<file path="src/rtl/wb_regfile.sv">
// wb_regfile: x0..x31 integer register file fed by the writeback stage.
// Define WB_REGFILE_BYPASS_EN to forward same-cycle writes onto the read ports.
module wb_regfile #(
    parameter int XLEN = 32,
    parameter int NREGS = 32,
    parameter int AW = 5,
    parameter int CNTW = 32
) (
    input  logic            clk,
    input  logic            reset,
    input  logic            RegWriteW,
    input  logic [AW-1:0]   rdW,
    input  logic [XLEN-1:0] ResultW,
    input  logic [AW-1:0]   rs1D,
    input  logic [AW-1:0]   rs2D,
    output logic [XLEN-1:0] RD1D,
    output logic [XLEN-1:0] RD2D,
    input  logic [AW-1:0]   dbg_addr,
    output logic [XLEN-1:0] dbg_data,
    output logic [CNTW-1:0] wr_count,
    output logic [AW-1:0]   last_rd
);

    // x0 is never stored; index 0 is decoded to zero on every port
    logic [XLEN-1:0] r_regs [1:NREGS-1];
    logic [CNTW-1:0] r_wr_count;
    logic [AW-1:0]   r_last_rd;

    logic            w_we;
    logic [AW-1:0]   w_raddr [3];
    logic [XLEN-1:0] w_rdata [3];

    assign w_we = RegWriteW && (rdW != '0);

    always_ff @(posedge clk or negedge reset) begin
        if (!reset) begin
            for (int i = 1; i < NREGS; i++) begin
                r_regs[i] <= '0;
            end
            r_wr_count <= '0;
            r_last_rd  <= '0;
        end else if (w_we) begin
            r_regs[rdW] <= ResultW;
            r_wr_count  <= r_wr_count + CNTW'(1);
            r_last_rd   <= rdW;
        end
    end

    assign w_raddr[0] = rs1D;
    assign w_raddr[1] = rs2D;
    assign w_raddr[2] = dbg_addr;

    always_comb begin
        for (int p = 0; p < 3; p++) begin
            w_rdata[p] = '0;
            if (!reset) begin
                w_rdata[p] = '0;
            end
`ifdef WB_REGFILE_BYPASS_EN
            else if (w_we && (w_raddr[p] == rdW)) begin
                w_rdata[p] = ResultW;
            end
`endif
            else if (w_raddr[p] != '0) begin
                w_rdata[p] = r_regs[w_raddr[p]];
            end
        end
    end

    assign RD1D     = w_rdata[0];
    assign RD2D     = w_rdata[1];
    assign dbg_data = w_rdata[2];
    assign wr_count = r_wr_count;
    assign last_rd  = r_last_rd;

`ifndef SYNTHESIS
    always @(posedge clk) begin
        assert (!((RegWriteW === 1'b1) && $isunknown(rdW)))
        else $error("wb_regfile: RegWriteW=1 with unknown rdW=%b", rdW);
    end
`endif

endmodule

</file>
<file path="config.mk">
export PLATFORM = sky130hd
export DESIGN_NAME = wb_regfile
export DESIGN_NICKNAME = d
export VERILOG_FILES = /design/src/rtl/wb_regfile.sv
export SDC_FILE = /design/constraint.sdc
export NUM_CORES = 2
export LEC_CHECK = 0
export BUFFER_PORTS_ARGS = -buffer_cell sky130_fd_sc_hd__buf_2
export CAP_MARGIN = 20
export CORE_UTILIZATION = 55
export CTS_BUF_LIST = sky130_fd_sc_hd__clkbuf_8
export DETAILED_ROUTE_END_ITERATION = 10
export PLACE_DENSITY = 0.69
export SLEW_MARGIN = 20
export SYNTH_ARGS = -nofsm -noshare
export SYNTH_HDL_FRONTEND = slang
export SYNTH_SLANG_ARGS = --single-unit
</file>
<file path="constraint.sdc">
create_clock -name clk -period 2.4 [get_ports clk]
set_input_delay 0.12 -clock clk [delete_from_list [all_inputs] [get_ports clk]]
set_output_delay 0.12 -clock clk [all_outputs]
set_load 0.01 [all_outputs]
</file>
==> impl_results.md <==
* Max Fclk at 0.343 GHz
* Max-slew violation count at 0
* Final net count at 4,802
* Post-route standard cell area excluding fillers at 74,800 um2
* Critical path arrival at 2790 ps
* Crit path required time at 2280 ps
* Initial standard-cell utilization of the core at 55.6%
* CTS H-tree lvls at 4
* Worst slew pin tran at 994 ps
* Number of buffers created by CTS at 179
* Reg clk slew, reported paths at 60 ps
* Total placed instance area at 68,200 um2
* Initial antenna violation count at 11
* CTS Buffer Depth at 3
* Share of synthesized area occupied by flip-flops and latches at 41.1%
* Leakage dissipation at 0.0322 uW
* Worst Path Max Fanout at 4
* ANT nets after route at 0
* Biggest area consumer among synthesized cells: dfrtp_1
* Critical Path Source: r_regs[768]$_DFFE_PN0P_
* Setup repair after global routing missed its margin: yes
* Number of hold-slack violations in the final timing report at 0
* DR vias at 47,100
* Setup slack of the critical path after layout at -512 ps
* First-pass GRT wire length at 334 mm
* Post-DP HPWL at 145 mm
* Worst-case vdd ir drop at 0.528 mV
* Mapped Nets at 4,391
* Total die area at 115,000 um2
* Post-DR vias/cell at 7.38
* Count of standard-cell rows at 123
* Setup Total Neg Slack at -31,300 ps
* Placer congestion estimate at 0.946
* Die height at 340 um
* Area inside the core boundary at 113,000 um2
* Count of pins on the block boundary at 188
* Mean instance size in the synthesized netlist at 14.5 um2
* Clock latency on the worst-skew pair at 880 ps
* Wire length per cell after detailed routing at 35.8 um
* Overflow left after global routing at 0
* Vias in the first global route at 47,100
* Gr usage total at 39.9%
* Residual DRC count at 0
* Overall routed net length at 229 mm
* Max capacitance violation total at 0
* Post-synth EDFFs at 0
* Post-place setup slack at -271 ps
* Die width at 340 um
* Post-route minimum period at 2910 ps
* Setup Viol. Count Final at 96
* Clock Sinks at 1,029
* Netlist area before placement at 62,700 um2
* Number of input and output port buffers inserted at 187
* Pin count of the biggest net entering global routing at 162
* Layout cells sized above 1 at 60.3%
* Count of state elements after synthesis at 1,029
* Critical register-to-register path startpoint: wr_count[3]$_DFFE_PN0P_
* Number of placed cells counting well taps at 5,941
* Area share of the largest cell type after synthesis at 41.1%
* Leading post-synthesis cells by cell area: dfrtp_1 (41%), mux4_2 (24%), mux2_2 (19%)
* YS warnings at 0
* Top_reg_cell synth: dfrtp_1
* Rel. slew slack at 33.5%
* CTS Root Buffer Type: clkbuf_8
* Critical path class: reg2out
* Kind of start point of the critical path: flop
* Number of DRC violations after detailed-routing iteration 0 at 6,545
* Clock Skews at 33.8 ps
* Signed area change from the synthesized netlist to the final layout at 19.4%
* Non-filler cells, final at 6,384
* Sequence of cells on the critical path: mux4_2 > mux2_4 > a211oi_4 > a21oi_2 > buf_2
* Crit. End Element: output port
* Number of distinct standard cells referenced by the synthesized netlist at 61
* Power density of the placed cells at 755 nW/um2
* Share of the clock period used by the worst path at 121%
* Failing checks: setup timing
* Count of TritonRoute iterations in the first routing pass at 7
* Class of the tightest hold or removal check: in2async
* Outcome: finished, violations left
* TritonCTS clock tree: yes
* Post-Syn Instances at 4,335
* Slowest cell delay on critical path at 510 ps
* Cell with the largest stage delay on the worst path: mux4_2
* Fraction of synthesis flops using an asynchronous set or reset pin at 100%
==> final timing paths <==
path | slack [ps] | to | cells past startpoint
max | -510 | RD1D[0] | 5
min | 30 | r_regs[913]$_DFFE_PN0P_ | 6
max reg2reg | 460 | wr_count[31]$_DFFE_PN0P_ | 5
min reg2reg | 470 | wr_count[31]$_DFFE_PN0P_ | 1
max in group asynchronous | 660 | r_regs[659]$_DFFE_PN0P_ | 6
min in group clk | 260 | last_rd[2]$_DFFE_PN0P_ | 3
==> cells in the final DEF (no fill, tap or decap), types with 10 or more instances in the layout <==
master | Yosys | routed
mux4_2 | 665 | 665
a21oi_2 | 0 | 16
inv_4 | 0 | 14
mux2_2 | 1073 | 1065
nor2b_1 | 22 | 10
buf_12 | 2 | 135
nand3_1 | 23 | 22
a22oi_2 | 0 | 12
nor2_1 | 50 | 32
a22oi_1 | 121 | 109
xnor2_1 | 16 | 16
buf_6 | 11 | 43
nand2_1 | 56 | 41
clkbuf_8 | 0 | 227
o21ai_1 | 1 | 10
a221oi_4 | 0 | 41
clkinv_2 | 0 | 13
o21ai_2 | 0 | 12
a221oi_2 | 0 | 38
dlygate4sd3_1 | 0 | 51
a21oi_1 | 122 | 102
xor2_1 | 15 | 15
a221o_1 | 15 | 15
nor2_4 | 0 | 16
nand2_2 | 0 | 15
o22ai_1 | 28 | 21
dfrtp_1 | 1029 | 1029
a221oi_1 | 106 | 27
o21ai_0 | 89 | 66
buf_2 | 129 | 144
nor3_1 | 24 | 15
inv_1 | 59 | 66
buf_4 | 44 | 334
mux2i_2 | 0 | 14
mux2i_1 | 224 | 206
inv_2 | 1 | 39
==> sequential cells by signal, summed over array words and instances, names as in the netlist <==
name,count
r_regs,992
last_rd,5
wr_count,32
==> power by group <==
part	internal (uW)	switching, uW
logic	9200	6700
registers	20700	3330
clock network	8890	7690
==> routing by layer <==
layer / global-route usage, % / vias up / part of all wire (%)
met5: 0 / - / 0.051
met4: 19.3 / 12 / 5.7
met3: 13.7 / 830 / 14
met2: 57.1 / 3549 / 43
met1: 54.6 / 24600 / 37
li1: - / 18100 / -
==> Yosys cell counts (all sizes together), types with 8 or more instances <==
cell    count
a21oi     122
a221o      15
a221oi    106
a22oi     121
buf       250
clkbuf    235
dfrtp    1029
inv        60
mux2     1073
mux2i     224
mux4      665
nand2      56
nand3      23
nand3b      8
nor2       50
nor2b      22
nor3       24
o21a        9
o21ai      90
o22ai      28
xnor2      16
xor2       15
==> logic make-up after synthesis <==
logic type / after synthesis / synth area share (%)
mux: 1962 / 46.8
flops: 1029 / 41.1
buf+inv: 546 / 3.98
compound gates: 529 / 5.78
simple gates: 237 / 1.95
xor+xnor: 31 / 0.433
fa+ha+maj: 1 / 0.0200
==> final cells by class <==
cell class	count	area [um2]
Antenna cell	4	10.0
Clock buffer	227	3120
Clock inverter	88	508
Fill cell	7961	38000
Inverter	61	269
Multi-Input combinational cell	2760	36200
Sequential cell	1029	25700
Tap cell	1500	1880
Timing Repair Buffer	715	7040
==> per-stage QoR <==
stage	hold slack, ps	utilization [%]	power [uW]
after floorplan	-176	-	33200
after global placement	23.6	60.5	37600
after detailed placement	25.3	60.5	38200
after CTS	15.0	65.8	55800
after global routing	67.1	66.3	58600
final	27.7	66.3	56500
==> worst max-delay path: cells and delay by family (launching register included) <==
kind                   cells  cell delay, ps
buffers and inverters      1             170
multiplexers               2             800
flip-flops                 1             420
AO/OA/AOI/OAI              2             500
==> repair_timing <==
item,4_1_cts,5_1_grt
pin swaps,96,35
buffers inserted,66,26
resized for setup,306,86
hold buffers,56,1
endpoints found under the setup margin,96,96
hold endpoints to repair,1727,10
No activity file was read; power rests on OpenSTA's default activity.
